File: src/rtl/heat_timer_bank.sv
// Three independent heat countdown channels (PLA, ABS, TPU) with shared abort.
// Optional shared tick prescaler enabled by HEAT_TIMER_PRESCALE_EN.
module heat_timer_bank #(
    parameter int CNT_W     = 8,
    parameter int PLA_CYC   = 8,
    parameter int ABS_CYC   = 10,
    parameter int TPU_CYC   = 8,
    parameter int PRESC_DIV = 4
) (
    input  logic             clk,
    input  logic             reset,
    input  logic             EN,
    input  logic             EN0,
    input  logic             EN1,
    input  logic             AB,
    output logic             T1,
    output logic             T2,
    output logic             T3,
    output logic             busy,
    output logic [CNT_W-1:0] rem1
);

    typedef enum logic [1:0] {
        IDLE  = 2'd0,
        COUNT = 2'd1,
        DONE  = 2'd2
    } state_t;

    state_t           st_q  [3];
    state_t           st_d  [3];
    logic [CNT_W-1:0] cnt_q [3];
    logic [CNT_W-1:0] cnt_d [3];
    logic [CNT_W-1:0] load  [3];
    logic [2:0]       en;
    logic             tick;

    assign en      = {EN1, EN0, EN};
    assign load[0] = CNT_W'(PLA_CYC - 1);
    assign load[1] = CNT_W'(ABS_CYC - 1);
    assign load[2] = CNT_W'(TPU_CYC - 1);

`ifdef HEAT_TIMER_PRESCALE_EN
    localparam int PW = $clog2(PRESC_DIV);

    logic [PW-1:0] pc_q;

    assign tick = (pc_q == PW'(PRESC_DIV - 1));

    always_ff @(posedge clk) begin
        if (!reset || AB) begin
            pc_q <= '0;
        end else if (tick) begin
            pc_q <= '0;
        end else begin
            pc_q <= pc_q + PW'(1);
        end
    end
`else
    // Every clock is a tick; the divider setting has no effect here.
    assign tick = (PRESC_DIV >= 0);
`endif

    always_comb begin
        for (int i = 0; i < 3; i++) begin
            st_d[i]  = st_q[i];
            cnt_d[i] = cnt_q[i];
            if (AB) begin
                st_d[i]  = IDLE;
                cnt_d[i] = '0;
            end else begin
                unique case (st_q[i])
                    IDLE: begin
                        if (en[i]) begin
                            st_d[i]  = COUNT;
                            cnt_d[i] = load[i];
                        end
                    end
                    COUNT: begin
                        if (!en[i]) begin
                            st_d[i]  = IDLE;
                            cnt_d[i] = '0;
                        end else if (tick) begin
                            if (cnt_q[i] == '0) begin
                                st_d[i] = DONE;
                            end else begin
                                cnt_d[i] = cnt_q[i] - CNT_W'(1);
                            end
                        end
                    end
                    DONE: begin
                        if (!en[i]) begin
                            st_d[i]  = IDLE;
                            cnt_d[i] = '0;
                        end
                    end
                    default: begin
                        st_d[i]  = IDLE;
                        cnt_d[i] = '0;
                    end
                endcase
            end
        end
    end

    // Outputs are decoded from next state so they land in flops this edge.
    always_ff @(posedge clk) begin
        if (!reset) begin
            for (int i = 0; i < 3; i++) begin
                st_q[i]  <= IDLE;
                cnt_q[i] <= '0;
            end
            T1   <= 1'b0;
            T2   <= 1'b0;
            T3   <= 1'b0;
            busy <= 1'b0;
            rem1 <= '0;
        end else begin
            for (int i = 0; i < 3; i++) begin
                st_q[i]  <= st_d[i];
                cnt_q[i] <= cnt_d[i];
            end
            T1   <= (st_d[0] == DONE);
            T2   <= (st_d[1] == DONE);
            T3   <= (st_d[2] == DONE);
            busy <= (st_d[0] == COUNT) ||
                    (st_d[1] == COUNT) ||
                    (st_d[2] == COUNT);
            rem1 <= (st_d[0] == COUNT) ? cnt_d[0] : '0;
        end
    end

endmodule

File: config.mk
export PLATFORM = sky130hd
export DESIGN_NAME = heat_timer_bank
export DESIGN_NICKNAME = d
export VERILOG_FILES = /design/src/rtl/heat_timer_bank.sv
export SDC_FILE = /design/constraint.sdc
export NUM_CORES = 1
export LEC_CHECK = 0
export CORE_MARGIN = 4
export CORE_UTILIZATION = 57
export CTS_CLUSTER_DIAMETER = 80
export DETAILED_ROUTE_END_ITERATION = 8
export PLACE_DENSITY = 0.79
export REMOVE_ABC_BUFFERS = 1
export SKIP_CTS_REPAIR_TIMING = 1
export SYNTH_ARGS = -nofsm -noshare
export SYNTH_HDL_FRONTEND = slang
export SYNTH_SLANG_ARGS = --single-unit
File: constraint.sdc
create_clock -name clk -period 2.21 [get_ports clk]
set_clock_uncertainty 0.15 [all_clocks]
set_input_delay 0.663 -clock clk [delete_from_list [all_inputs] [get_ports clk]]
set_output_delay 0.663 -clock clk [all_outputs]
set_load 0.01 [all_outputs]
==> results.cfg, run 1 <==
[status]
outcome = finished clean

[routing]
first_iter_violations = 150
ant_nets = 0
routed.top_layer = met4
dr_total_vias = 2020
wl_met1_um = 2180
route.detailed.drc = 0
totalWireLength_um = 4700
wl_per_cell_um = 13.8
dr_wl_met2_um = 2110
drt_first_pass_iters = 4
viasPerCell = 5.94
met3_length_um = 284

[pwr]
p_sw_w = 0.000420
clkPwrFrac_pct = 31.0
ir_drop_mv = 0.477
pwr-share-comb_pct = 18.7
pwr-share-seq_pct = 50.3
pwr_density_cell_nw_per_um2 = 609
swShare_pct = 26.2
p_leak_nw = 1.05
intPower_w = 0.00118
p_total_w = 0.00160

[sta]
timing.hold.ws_ps = 336
grt_setup_unrepaired = false
slew_viol_final = 0
worst_slew_pin_slew_ps = 546
totalNegativeSetupSlack_ps = 0
worst_slack_ps = 124
hold_violations = 0
finalCritPeriodShare_pct = 94.4
fmax_mhz = 479
slew_headroom_pct = 63.3
setup_viol = 0
period_minus_slack_ps = 2090

[setup_path]
critPathCaptureType = register
critPathKind = primary input to register
startpoint_type = primary input
cp_num_buf_inv = 2
crit_path_cell_trace = clkdlybuf4s50_1 -> xor2_1 -> o32ai_2 -> buf_4 -> or3_1 -> a21oi_1
r2r_slack_ps = 170
worstSetupStartpoint = EN1
crit_family = buffers and inverters
slowest_delay_ps = 540
arrival_ps = 2170
worstPathRequired_ps = 2290
ff2ff_path_depth = 5
cp.depth = 6
worstReg2RegEnd = cnt_q[0][22]
reg2reg_from = cnt_q[0][18]
cp_max_fo = 10
cpMaxStageDelayCell = clkdlybuf4s50_1

[run]
cap_violations = 0

[finish]
finalInstanceArea_sq_um = 2630
syn_to_final_growth_pct = 24.6
drive_gt1_share_pct = 15.6
final_common_cell = dfxtp_1
fin_nets = 304
insertedDiodeCount = 0
final_cell_mix = 42 x dfxtp_1, 31 x buf_4, 18 x nor2_1, 18 x a21oi_1, 16 x clkdlybuf4s50_1
num-fill-cells = 271

[synth]
synth_top_cells_by_area = dfxtp_1 40%, a21oi_1 4.3%, or3_1 4.1%, nor2_1 3.2%, ha_1 3.0%
synthAdderAreaFrac_pct = 3.91
syn-mean-instance-area_sq_um = 8.48
synth-simple-area-share_pct = 25.1
synth_compound_area_share_pct = 23.0
synth.distinct_cells = 55
synth_ff_type = dfxtp_1
synthCells = 249
synth_xor_area_share_pct = 2.90
syn_area_sq_um = 2110
synth_edf_count = 0
synthArstFlopShare_pct = 0
synth_top_area_cell = dfxtp_1
ys_ff_latch = 42
ys_seq_area_share_pct = 39.8
synth_mux_area_share_pct = 1.01
synth_top_family_by_area = simple AND/OR/NAND/NOR gates
synth_top_cell_area_share_pct = 39.8
yosys_warnings = 0

[clocking]
clk_pin_slew_ps = 70
cts_root_buf = clkbuf_8
numCtsBuffers = 5
cts.sinks = 42
cts_tree = done
clock_latency_ps = 300
cts_buffer_depth = 2
htreeDepth = 2

[floorplan]
die_x_um = 68.9
rows = 21
core-area_sq_um = 3470
die_h_um = 68.9
start_util_pct = 60.9
dieArea_sq_um = 4740
io_pins = 18

[grt]
grt_pass1_vias = 1800
grt_max_degree = 13
antenna_found_initial = 0
grt_first_pass_wirelength_um = 7940
overflow = 0
grt_use_total_pct = 22.2

[worst_hold_path]
min_from = cnt_q[0][21]
hold_depth = 2
hold_end = cnt_q[0][21]
hp-class = register to register

[place]
globalplace.congestion = 0.881
postPlaceCellArea_sq_um = 2530
place_hpwl_um = 3370
dp_slack_ps = -302
port_buffers = 17
==> cell families after synthesis <==
group	Yosys count
buffers and inverters	24
muxes	2
AOI/OAI and AO/OA	74
and+or+nand+nor	93
DFF	42
xor gates and xnor gates	7
adders and majority gates	7
==> how the worst max path moves through the flow <==
stage	to	slack (ps)
after floorplan	cnt_q[0][23]	190
after global placement	cnt_q[0][10]	-250
after detailed placement	cnt_q[0][14]	-300
after CTS	cnt_q[0][14]	10
after global routing	cnt_q[0][23]	30
final	cnt_q[0][23]	120
==> sequential cells by signal, summed over array words and instances, names as in the netlist <==
| register | count |
|---|---|
| T1 | 1 |
| busy | 1 |
| T3 | 1 |
| T2 | 1 |
| st_q | 6 |
| rem1 | 8 |
| cnt_q | 24 |
==> power groups by stage <==
stage | Combinational (W) | Sequential, W | Clock (W)
after global placement | 0.000286 | 0.000822 | 0
after floorplan | 0.000174 | 0.000820 | 0
after detailed placement | 0.000291 | 0.000823 | 0
final | 0.000300 | 0.000807 | 0.000497
after CTS | 0.000294 | 0.000806 | 0.000516
after global routing | 0.000333 | 0.000810 | 0.000546
==> Yosys cell counts, types with 2 or more instances <==
cell,instances
o211ai_1,5
nand2_1,11
clkbuf_1,9
nand3_1,7
or3_1,14
maj3_1,2
nor3_1,6
nand2b_1,4
dfxtp_1,42
a211oi_1,7
nor2b_1,6
a31oi_1,4
xor2_1,5
a2111oi_0,2
nand3b_1,2
a221oi_1,3
inv_1,11
nor2_1,18
nor4_1,2
o31ai_1,4
o21ai_0,12
and3_1,5
a22oi_1,2
xnor2_1,2
nand4_1,2
or4_1,6
a21oi_1,18
nor3b_1,2
ha_1,5
o21ai_1,6
==> layer usage <==
metal  track usage, %  vias to the layer above
li1                 -                     1017
met1             29.5                      932
met2             33.6                       59
met3             6.16                       12
met4             9.98                        0
met5                0                        -
==> tightest hold or removal path, cell delays in order, from the launching register on <==
cell	delay [ps]
dfxtp_1	320
o21ai_1	70
a21oi_1	60
==> per-stage QoR <==
step,utilization (%),instances
2_1_floorplan,-,238
3_3_place_gp,72.9,332
3_5_place_dp,72.9,332
4_1_cts,75.6,340
5_1_grt,75.9,340
6_report,75.9,340
==> area by class of cell <==
| class | count | area (sq um) | share of cell area [%] |
|---|---|---|---|
| clock buffer | 7 | 86.3 | 3.28 |
| clock inverter | 1 | 5.00 | 0.190 |
| inverter | 13 | 48.8 | 1.85 |
| multi-input combinational | 183 | 1190 | 45.2 |
| sequential | 42 | 841 | 31.9 |
| tap | 46 | 57.6 | 2.19 |
| timing repair buffer | 48 | 405 | 15.4 |
(Power assumes the default switching activity.)
==> run 2: changes to the inputs <==
--- a/config.mk
+++ b/config.mk
@@ -9,6 +9,7 @@
 export CORE_UTILIZATION = 57
 export CTS_CLUSTER_DIAMETER = 80
 export DETAILED_ROUTE_END_ITERATION = 8
+export GPL_TIMING_DRIVEN = 0
 export PLACE_DENSITY = 0.79
 export REMOVE_ABC_BUFFERS = 1
 export SKIP_CTS_REPAIR_TIMING = 1
==> constraint.sdc (replaced) <==
create_clock -name clk -period 2.28 [get_ports clk]
set_clock_uncertainty 0.15 [all_clocks]
set_input_delay 0.684 -clock clk [delete_from_list [all_inputs] [get_ports clk]]
set_output_delay 0.684 -clock clk [all_outputs]
set_load 0.005 [all_outputs]
==> run 2 against run 1 <==
Net effect: die area is the same; first-iteration DRC count increased by 39%; largest power group unchanged; non-clock buffer count down 22; critical endpoint is now cnt_q[0][10]; critical path type unchanged.
==> results.cfg, run 2 (same netlist as run 1, synthesis figures left out) <==
[routing]
viasPerCell = 6.01
totalWireLength_um = 4700
dr_total_vias = 1918
route.detailed.drc = 0
ant_nets = 0
first_iter_violations = 209
wl_per_cell_um = 14.7
drt_first_pass_iters = 4

[sta]
fmax_mhz = 456
worst_slew_pin_slew_ps = 597
finalCritPeriodShare_pct = 96.1
period_minus_slack_ps = 2190
grt_setup_unrepaired = false
slew_viol_final = 0
slew_headroom_pct = 60.0
hold_violations = 0
setup_viol = 0

[pwr]
p_leak_nw = 0.993
p_total_w = 0.00165
pwr_density_cell_nw_per_um2 = 643
ir_drop_mv = 0.517

[clocking]
clk_pin_slew_ps = 80
clock_latency_ps = 300
cts_root_buf = clkbuf_8
numCtsBuffers = 5
cts.sinks = 42
cts_buffer_depth = 2
htreeDepth = 2
cts_tree = done

[finish]
fin_nets = 283
final_common_cell = dfxtp_1
syn_to_final_growth_pct = 21.4
multi_input_area_sq_um = 1260
drive_gt1_share_pct = 12.1
final_cell_mix = 42 x dfxtp_1, 18 x nor2_1, 18 x a21oi_1
regArea_sq_um = 841
largest_reg_flops = 24
post-route-util_pct = 73.9
largest_register = cnt_q
num-fill-cells = 275
insertedDiodeCount = 0
top_regs = cnt_q (24), rem1 (8), st_q (6)

[place]
port_buffers = 17
globalplace.congestion = 0.802
place_hpwl_um = 2920

[setup_path]
slowest_delay_ps = 500
startpoint_type = primary input
critPathCaptureType = register
cp_num_buf_inv = 1
cp_max_fo = 9
crit_path_cell_trace = clkdlybuf4s50_1 -> nand2b_4 -> a211o_4 -> or4_1 -> nand2_1
critPathKind = primary input to register
arrival_ps = 2290
worstPathRequired_ps = 2380
cpMaxStageDelayCell = or4_1
crit_family = simple AND/OR/NAND/NOR gates

[worst_hold_path]
hp-class = register to register

[floorplan]
io_pins = 18
die_h_um = 68.9
start_util_pct = 60.9
dieArea_sq_um = 4740
rows = 21
core-area_sq_um = 3470
die_x_um = 68.9

[grt]
antenna_found_initial = 0
grt_max_degree = 15
grt_use_total_pct = 20.4
grt_first_pass_wirelength_um = 7290
overflow = 0
grt_pass1_vias = 1611

[run]
cap_violations = 0

[status]
outcome = finished clean
run 2: changes by cell type in the layout (fill, tap and decap cells not counted), sizes merged:
cell	change
buf	-22
dlymetal6s2s	+2
o32ai	+1
clkdlybuf4s50	-2
bufinv	+1
clkbuf	-2
inv	+1
run 2: cell type report:
class | instances | share of cell area (%)
multi-input cells | 184 | 49.1
flip-flops and latches | 42 | 32.8
repair buffers | 26 | 9.57
clock buffers | 5 | 2.68
well taps | 46 | 2.24
inverters | 13 | 1.90
clock inverters | 3 | 1.71
run 2: per-stage QoR:
| stage | setup slack [ps] | hold WS, ps | instances | cell area, sq um | TNS, ps |
|---|---|---|---|---|---|
| finish | 89.2 | 336 | 319 | 2560 | 0 |
| global placement | -567 | 316 | 301 | 2300 | -11210 |
| global route | 28.8 | 380 | 319 | 2560 | 0 |
| detailed placement | -554 | 324 | 301 | 2300 | -11630 |
| CTS | -350 | 335 | 309 | 2410 | -3380 |
| floorplan | 262 | 304 | 238 | 2070 | 0 |
run 2: final timing paths:
kind                      from            to  slack, ps  cells after the start
setup / recovery            AB  cnt_q[0][10]         90                      5
hold reg to reg   cnt_q[0][23]  cnt_q[0][23]        340                      2
setup reg to reg  cnt_q[0][18]  cnt_q[0][23]        150                      4
hold / removal    cnt_q[0][23]  cnt_q[0][23]        340                      2
run 2: per-layer routing:
layer / share of wire, % / routed length [um] / track usage, % / vias up
met5: 0 / 0 / 0 / -
met2: 46 / 2180 / 31.1 / 52
met3: 5.6 / 263 / 5.35 / 5
li1: - / - / - / 978
met4: 1.2 / 57 / 6.57 / 0
met1: 47 / 2200 / 28.1 / 883
run 2: power by group:
part	total, W	switching (W)	internal (W)	leakage [nW]
registers	0.000785	0.0000291	0.000756	0.341
clock network	0.000596	0.000267	0.000328	0.0585
logic	0.000268	0.000141	0.000127	0.593
total	0.00165	0.000437	0.00121	0.993
run 2: tightest hold or removal path, delay by kind of cell (launching register included):
| kind | cells | cell delay, ps |
|---|---|---|
| compound gates | 2 | 130 |
| flops | 1 | 320 |
